$ cat config.mk
export PLATFORM = sky130hd
export DESIGN_NAME = uart_rx_fifo_os_flat
export DESIGN_NICKNAME = d
export VERILOG_FILES = /design/src/rtl/uart_rx_fifo_os_if.sv /design/src/rtl/uart_rx_fifo_os.sv /design/src/flat_wrapper.sv
export SDC_FILE = /design/constraint.sdc
export NUM_CORES = 1
export LEC_CHECK = 0
export ABC_CLOCK_PERIOD_IN_PS = 5300
export CAP_MARGIN = 25
export CORE_UTILIZATION = 60
export DETAILED_ROUTE_END_ITERATION = 6
export PLACE_DENSITY = 0.82
export SLEW_MARGIN = 20
export SYNTH_ARGS = -nofsm -noshare
export SYNTH_HDL_FRONTEND = slang
export SYNTH_SLANG_ARGS = --single-unit
$ cat constraint.sdc
create_clock -name Clk -period 5.3 [get_ports Clk]
set_input_delay 1.325 -clock Clk [delete_from_list [all_inputs] [get_ports Clk]]
set_output_delay 1.325 -clock Clk [all_outputs]
set_load 0.01 [all_outputs]
$ cat src/rtl/uart_rx_fifo_os_if.sv
// Host-side signal bundle of the oversampled UART receiver: the serial pin, the
// parity mode, the read strobe and the FIFO and status outputs.
interface uart_rx_fifo_os_if #(
  parameter int DATA_BITS = 8
);
  logic                 Rx;
  logic [1:0]           Parity_Mode;
  logic                 Read_Done;
  logic [DATA_BITS-1:0] Data_Out;
  logic                 Data_Rdy;
  logic                 FIFO_Empty;
  logic                 FIFO_Full;
  logic                 FIFO_Overflow;
  logic                 RTS;
  logic [2:0]           Rx_Error;

  modport master (output Rx, Parity_Mode, Read_Done,
                  input  Data_Out, Data_Rdy, FIFO_Empty, FIFO_Full, FIFO_Overflow, RTS, Rx_Error);
  modport slave  (input  Rx, Parity_Mode, Read_Done,
                  output Data_Out, Data_Rdy, FIFO_Empty, FIFO_Full, FIFO_Overflow, RTS, Rx_Error);
endinterface

$ cat src/rtl/uart_rx_fifo_os.sv
// Oversampled UART receiver with runtime parity mode, false-start rejection and
// break/parity/frame detection. Good frames are pushed into a small FIFO.
module uart_rx_fifo_os #(
  parameter int DATA_BITS   = 8,
  parameter int STOP_BITS   = 2,
  parameter int OVERSAMPLE  = 16,
  parameter int MSB_FIRST   = 1,
  parameter int FIFO_DEPTH  = 8,
  parameter int FULL_THRESH = FIFO_DEPTH/2+1
)(
  input  logic               Clk,
  input  logic               Rst,
  uart_rx_fifo_os_if.slave   bus
);
  localparam int CW = $clog2(OVERSAMPLE);
  localparam int BW = $clog2(DATA_BITS+1);
  localparam int AW = $clog2(FIFO_DEPTH);
  localparam int NW = AW+1;

  typedef enum logic [2:0] {S_IDLE, S_START, S_DATA, S_PARITY, S_STOP, S_DONE} state_t;

  state_t               state, state_n;
  logic                 rx_s1, rxs;
  logic [CW-1:0]        cnt;
  logic [BW-1:0]        bit_cnt;
  logic                 cnt_clr, samp, latch, done;
  logic [1:0]           mode_l;
  logic [DATA_BITS-1:0] shreg;
  logic                 any_one, stop_err, par_bit;
  logic                 par_en, par_exp, brk;
  logic [2:0]           err_n;

  logic [DATA_BITS-1:0] mem [FIFO_DEPTH];
  logic [AW-1:0]        wp, rp;
  logic [NW-1:0]        count;
  logic                 wr, pop, push;

  // Rx is asynchronous to Clk; everything downstream uses rxs only.
  always_ff @(posedge Clk) begin
    if (Rst) begin
      rx_s1 <= 1'b1;
      rxs   <= 1'b1;
    end else begin
      rx_s1 <= bus.Rx;
      rxs   <= rx_s1;
    end
  end

  assign par_en  = (mode_l == 2'b01) || (mode_l == 2'b10);
  assign par_exp = (mode_l == 2'b01) ? ^shreg : ~^shreg;

  always_ff @(posedge Clk) begin
    if (Rst) state <= S_IDLE;
    else     state <= state_n;
  end

  always_comb begin
    state_n = state;
    cnt_clr = 1'b0;
    samp    = 1'b0;
    latch   = 1'b0;
    done    = 1'b0;
    case (state)
      S_IDLE: begin
        cnt_clr = 1'b1;
        if (!rxs) state_n = S_START;
      end
      S_START: if (cnt == CW'(OVERSAMPLE/2-1)) begin
        cnt_clr = 1'b1;
        if (rxs) state_n = S_IDLE;
        else begin
          latch   = 1'b1;
          state_n = S_DATA;
        end
      end
      S_DATA: if (cnt == CW'(OVERSAMPLE-1)) begin
        cnt_clr = 1'b1;
        samp    = 1'b1;
        if (bit_cnt == BW'(DATA_BITS-1)) state_n = par_en ? S_PARITY : S_STOP;
      end
      S_PARITY: if (cnt == CW'(OVERSAMPLE-1)) begin
        cnt_clr = 1'b1;
        samp    = 1'b1;
        state_n = S_STOP;
      end
      S_STOP: if (cnt == CW'(OVERSAMPLE-1)) begin
        cnt_clr = 1'b1;
        samp    = 1'b1;
        if (bit_cnt == BW'(STOP_BITS-1)) state_n = S_DONE;
      end
      S_DONE: begin
        done    = 1'b1;
        state_n = S_IDLE;
      end
      default: state_n = S_IDLE;
    endcase
  end

  // bit_cnt restarts on every state change so DATA and STOP share it.
  always_ff @(posedge Clk) begin
    if (Rst) begin
      cnt      <= '0;
      bit_cnt  <= '0;
      mode_l   <= 2'b00;
      shreg    <= '0;
      any_one  <= 1'b0;
      stop_err <= 1'b0;
      par_bit  <= 1'b0;
    end else begin
      cnt <= cnt_clr ? '0 : cnt + 1'b1;
      if (state_n != state) bit_cnt <= '0;
      else if (samp)        bit_cnt <= bit_cnt + 1'b1;
      if (latch) begin
        mode_l   <= bus.Parity_Mode;
        shreg    <= '0;
        any_one  <= 1'b0;
        stop_err <= 1'b0;
        par_bit  <= 1'b0;
      end else if (samp) begin
        any_one <= any_one | rxs;
        case (state)
          S_DATA:   shreg <= (MSB_FIRST != 0) ? {shreg[DATA_BITS-2:0], rxs}
                                              : {rxs, shreg[DATA_BITS-1:1]};
          S_PARITY: par_bit <= rxs;
          default:  if (!rxs) stop_err <= 1'b1;
        endcase
      end
    end
  end

  // The start bit is excluded: break means the whole sampled body was low.
  assign brk   = ~any_one;
  assign err_n = {stop_err & ~brk, par_en & (par_bit != par_exp) & ~brk, brk};

  always_ff @(posedge Clk) begin
    if (Rst)       bus.Rx_Error <= 3'b000;
    else if (done) bus.Rx_Error <= err_n;
  end

  assign wr   = done && (err_n == 3'b000);
  assign pop  = bus.Read_Done && (count != '0);
  assign push = wr && ((count != NW'(FIFO_DEPTH)) || pop);

  always_ff @(posedge Clk) begin
    if (push) mem[wp] <= shreg;
  end

  always_ff @(posedge Clk) begin
    if (Rst) begin
      wp                <= '0;
      rp                <= '0;
      count             <= '0;
      bus.FIFO_Overflow <= 1'b0;
    end else begin
      if (push) wp <= wp + 1'b1;
      if (pop)  rp <= rp + 1'b1;
      count <= count + NW'(push) - NW'(pop);
      if (wr && !push) bus.FIFO_Overflow <= 1'b1;
    end
  end

  // Head is masked while empty so Data_Out reads 0 out of reset.
  assign bus.Data_Out   = (count == '0) ? '0 : mem[rp];
  assign bus.FIFO_Empty = (count == '0);
  assign bus.Data_Rdy   = (count != '0);
  assign bus.FIFO_Full  = (count >= NW'(FULL_THRESH));
  assign bus.RTS        = ~bus.FIFO_Full;
endmodule
$ cat src/flat_wrapper.sv
// flat-port wrapper written by rule: the top's interface ports become plain ports
module uart_rx_fifo_os_flat 
#(
  parameter int DATA_BITS   = 8,
  parameter int STOP_BITS   = 2,
  parameter int OVERSAMPLE  = 16,
  parameter int MSB_FIRST   = 1,
  parameter int FIFO_DEPTH  = 8,
  parameter int FULL_THRESH = FIFO_DEPTH/2+1
)
  (Clk, Rst, bus_Rx, bus_Parity_Mode, bus_Read_Done, bus_Data_Out, bus_Data_Rdy, bus_FIFO_Empty, bus_FIFO_Full, bus_FIFO_Overflow, bus_RTS, bus_Rx_Error);
  uart_rx_fifo_os_if #(.DATA_BITS(DATA_BITS)) bus_i ();
  input  logic Clk;
  input  logic Rst;
  input wire logic [$bits(bus_i.Rx)-1:0] bus_Rx;
  input wire logic [$bits(bus_i.Parity_Mode)-1:0] bus_Parity_Mode;
  input wire logic [$bits(bus_i.Read_Done)-1:0] bus_Read_Done;
  output wire logic [$bits(bus_i.Data_Out)-1:0] bus_Data_Out;
  output wire logic [$bits(bus_i.Data_Rdy)-1:0] bus_Data_Rdy;
  output wire logic [$bits(bus_i.FIFO_Empty)-1:0] bus_FIFO_Empty;
  output wire logic [$bits(bus_i.FIFO_Full)-1:0] bus_FIFO_Full;
  output wire logic [$bits(bus_i.FIFO_Overflow)-1:0] bus_FIFO_Overflow;
  output wire logic [$bits(bus_i.RTS)-1:0] bus_RTS;
  output wire logic [$bits(bus_i.Rx_Error)-1:0] bus_Rx_Error;
  assign bus_i.Rx = bus_Rx;
  assign bus_i.Parity_Mode = bus_Parity_Mode;
  assign bus_i.Read_Done = bus_Read_Done;
  assign bus_Data_Out = bus_i.Data_Out;
  assign bus_Data_Rdy = bus_i.Data_Rdy;
  assign bus_FIFO_Empty = bus_i.FIFO_Empty;
  assign bus_FIFO_Full = bus_i.FIFO_Full;
  assign bus_FIFO_Overflow = bus_i.FIFO_Overflow;
  assign bus_RTS = bus_i.RTS;
  assign bus_Rx_Error = bus_i.Rx_Error;
  uart_rx_fifo_os #(.DATA_BITS(DATA_BITS), .STOP_BITS(STOP_BITS), .OVERSAMPLE(OVERSAMPLE), .MSB_FIRST(MSB_FIRST), .FIFO_DEPTH(FIFO_DEPTH), .FULL_THRESH(FULL_THRESH)) u_core (.Clk(Clk), .Rst(Rst), .bus(bus_i));
endmodule
==> flow_summary.rst <==
.. list-table::
   :header-rows: 1

   * - Metric
     - Value
   * - Share of layout cells above drive strength 1
     - 14.48%
   * - Register-to-Register Path Depth
     - 9
   * - Area overhead of the layout relative to synthesis
     - 11.34%
   * - Initial Utilization
     - 62.45%
   * - Status
     - finished clean
   * - Gp weighted congestion
     - 0.8126
   * - Area enclosed by the die boundary
     - 7983 um^2
   * - Setup repair after global routing missed its margin
     - false
   * - First drt pass iteration count
     - 4
   * - Cts repair resizes
     - 0
   * - Largest fanout on the critical path
     - 16
   * - Mapped Cells
     - 341
   * - Root buffer cell
     - sky130_fd_sc_hd__clkbuf_8
   * - Via count of the routed design
     - 2,688
   * - CTS H-tree depth
     - 3
   * - Static leakage
     - 0.001713 uW
   * - Post-detailed-route via-to-cell ratio
     - 5.695
   * - Relative slew slack
     - 52.44%
   * - Class of the most critical hold timing path
     - reg -> reg
   * - Type of the setup path with the least slack
     - reg -> out
   * - Worst setup EP type
     - output port
   * - Switching share of total power
     - 28.45%
   * - Die extent in x
     - 89.35 um
   * - Worst path required time
     - 3.97 ns
   * - Setup Total Neg Slack
     - 0 ns
   * - Number of stages on the worst hold path
     - 1
   * - Count of buffers added by post-CTS timing repair for setup
     - 0
   * - Combinational cell fraction of total power
     - 25.8%
   * - Fraction of the cycle the final worst path needs
     - 69.02%
   * - Number of hold-slack violations in the final timing report
     - 0
   * - Relative contribution of the clock network to total power
     - 23.4%
   * - Place WS
     - 1.642 ns
   * - Num CTS Buffers
     - 9
   * - DRC violations left
     - 0
   * - Max-slew violation total from the final report
     - 0
   * - Total clock sinks
     - 107
   * - Max frequency
     - 0.2734 GHz
   * - Netlist cell types
     - 48
   * - Largest net degree at the start of global routing
     - 32
   * - Netlist area before placement
     - 4578 um^2
   * - Max Clock Skew
     - 0.01053 ns
   * - Number of nets produced by synthesis
     - 361
   * - Arrival time at the worst endpoint
     - 2.33 ns
   * - Pwr dens
     - 371.3 nW/um^2
   * - HPWL after detailed placement
     - 5601 um
   * - Setup-violating endpoint count in the final report
     - 0
   * - Async set-or-reset flop fraction in the synthesized netlist
     - 0%
   * - Core Rows
     - 31
   * - Count of buffers from port buffering
     - 21
   * - Net switching power figure
     - 538.5 uW
   * - # diodes
     - 0
   * - Post-CTS Hold Buffers
     - 0
   * - Number of DRC markers after the initial detailed-route iteration
     - 235
   * - Worst Tran Pin Value
     - 0.7124 ns
   * - Clock period minus worst slack
     - 3.658 ns
   * - Maximum clock insertion buffer count
     - 2
   * - Sum of overflow across all layers after global routing
     - 0
   * - Clock latency of the later-clocked register in the worst-skew pair
     - 0.36 ns
   * - Die Height
     - 89.35 um
   * - Synth Area per Inst
     - 13.43 um^2
   * - Clock transition time at the flip-flop clock pins of the worst setup and hold paths
     - 0.09 ns
   * - Count of flip-flops with a built-in enable after synthesis
     - 64
   * - Number of antenna violations at the first check in global routing
     - 0
   * - Top-Level Pins
     - 22
   * - Register bit total from synthesis
     - 107
   * - Core box area
     - 7331 um^2
   * - Ys flop type
     - sky130_fd_sc_hd__edfxtp_1
   * - Layout Utilization
     - 69.53%
   * - Clock tree from TritonCTS
     - yes
   * - Vias in the first global route
     - 2,577
   * - Setup ws final
     - 1.642 ns
   * - Post-layout net count
     - 388
   * - WL final
     - 7892 um
   * - Share of power burned in registers
     - 50.8%
   * - Fillcell total
     - 498
   * - Pint
     - 1354 uW
   * - Worst Setup Start Kind
     - flip-flop
   * - Sequential area share after synthesis
     - 60.78%
   * - IR Drop Worst-Case VDD
     - 0.0001772 V
   * - Synth warnings
     - 0
   * - WL per Instance
     - 16.72 um
   * - Global-route wire length before repair
     - 12,680 um
   * - Global-route usage over all layers
     - 22.00%
   * - Number of antenna-violating nets in the routed design
     - 0
   * - Maximum capacitance violations
     - 0
[final cells by class]
class	instances	area, um^2	share of cell area, %
clock inverter	7	52.55	1.031
clock buffer	9	123.9	2.430
multi-input combinational	203	1669	32.74
inverter	19	73.82	1.448
tap	99	123.9	2.430
timing repair buffer	28	270.3	5.302
sequential	107	2784	54.61
[routing by layer]
metal	global-route usage [%]	up-vias	part of all wire, %
met5	0	-	0
met4	7.792	0	1.2
met3	4.524	9	5.7
met2	38.51	72	51
met1	27.17	1313	42
li1	-	1294	-
[kinds of logic after synthesis]
logic type | count (synthesis) | synth area share [%]
XOR/XNOR | 17 | 3.908
adder cells (fa/ha/maj) | 14 | 3.990
multiplexers | 38 | 12.82
AO/OA/AOI/OAI | 27 | 3.990
AND/OR/NAND/NOR | 107 | 11.75
flip-flops | 107 | 60.78
buffers and inverters | 31 | 2.760
[registers in the layout, indices dropped and copies added, names as in the netlist, 2 cells and up, named ones only]
signal	cells
u_core.bit_cnt	4
u_core.mode_l	2
u_core.count	4
u_core.shreg	8
u_core.cnt	4
u_core.wp	3
u_core.bus.Rx_Error	3
u_core.state	3
u_core.mem	64
u_core.rp	3
[cell usage after synthesis (3+ instances only)]
master | instances | area share (%)
sky130_fd_sc_hd__clkbuf_1 | 6 | 0.49
sky130_fd_sc_hd__a21oi_1 | 12 | 1.3
sky130_fd_sc_hd__nor2b_1 | 5 | 0.68
sky130_fd_sc_hd__buf_2 | 3 | 0.33
sky130_fd_sc_hd__mux2i_1 | 20 | 4.4
sky130_fd_sc_hd__edfxtp_1 | 64 | 42
sky130_fd_sc_hd__ha_1 | 13 | 3.6
sky130_fd_sc_hd__or2_2 | 3 | 0.41
sky130_fd_sc_hd__nand3_1 | 6 | 0.66
sky130_fd_sc_hd__xor2_1 | 5 | 0.96
sky130_fd_sc_hd__dfxtp_1 | 43 | 19
sky130_fd_sc_hd__nand2_1 | 16 | 1.3
sky130_fd_sc_hd__xnor2_1 | 9 | 1.7
sky130_fd_sc_hd__nand2b_1 | 4 | 0.55
sky130_fd_sc_hd__mux4_2 | 16 | 7.9
sky130_fd_sc_hd__o21ai_0 | 3 | 0.33
sky130_fd_sc_hd__nor2_1 | 44 | 3.6
sky130_fd_sc_hd__inv_1 | 16 | 1.3
sky130_fd_sc_hd__nor4_1 | 10 | 1.4
sky130_fd_sc_hd__nor3_1 | 7 | 0.77
[per-stage QoR]
stage	instance area, um^2	instances	power, uW	hold WS (ns)
floorplan	4578	341	1291	0.3895
detailed placement	4905	455	1471	0.4048
global placement	4905	455	1451	0.3981
global route	5097	472	2009	0.4591
CTS	5081	471	1909	0.4362
finish	5097	472	1893	0.4301
[worst max-delay path, stage by stage, from the launching register on]
cell	delay, ns
sky130_fd_sc_hd__dfxtp_2	0.69
sky130_fd_sc_hd__mux4_2	0.58
sky130_fd_sc_hd__mux2i_1	0.16
sky130_fd_sc_hd__nor2_1	0.06
sky130_fd_sc_hd__clkdlybuf4s50_1	0.48
[power by group through the flow]
| stage | registers (uW) | clock network (uW) | logic, uW |
|---|---|---|---|
| final | 961 | 443 | 488 |
| after global routing | 971 | 489 | 548 |
| after CTS | 963 | 454 | 493 |
| after detailed placement | 982 | 0 | 489 |
| after global placement | 980 | 0 | 472 |
| after floorplan | 930 | 0 | 361 |
[cell usage in the layout (no fill, tap or decap), types with 3 or more instances in the layout]
master and instances:
sky130_fd_sc_hd__nand2b_1 4, sky130_fd_sc_hd__clkbuf_8 9, sky130_fd_sc_hd__clkdlybuf4s50_1 21, sky130_fd_sc_hd__nor4_1 10
sky130_fd_sc_hd__nor2_1 44, sky130_fd_sc_hd__edfxtp_1 64, sky130_fd_sc_hd__nor3_1 7, sky130_fd_sc_hd__buf_4 6
sky130_fd_sc_hd__or2_2 3, sky130_fd_sc_hd__inv_1 16, sky130_fd_sc_hd__dfxtp_1 42, sky130_fd_sc_hd__a21oi_1 12
sky130_fd_sc_hd__xor2_1 5, sky130_fd_sc_hd__o21ai_0 3, sky130_fd_sc_hd__nand2_1 16, sky130_fd_sc_hd__xnor2_1 9
sky130_fd_sc_hd__nand3_1 6, sky130_fd_sc_hd__mux4_2 16, sky130_fd_sc_hd__mux2i_1 20, sky130_fd_sc_hd__ha_1 13
sky130_fd_sc_hd__nor2b_1 5
[path summary, 6_finish.rpt]
kind	startpoint	to	slack, ns
setup / recovery	flip-flop	bus_Data_Out[3]	1.64
hold / removal	u_core.rx_s1	u_core.rxs	0.43
hold reg to reg	u_core.rx_s1	u_core.rxs	0.43
setup reg to reg	u_core.shreg[1]	u_core.count[2]	2.56
Note: power is estimated with default switching activity, not from simulation.
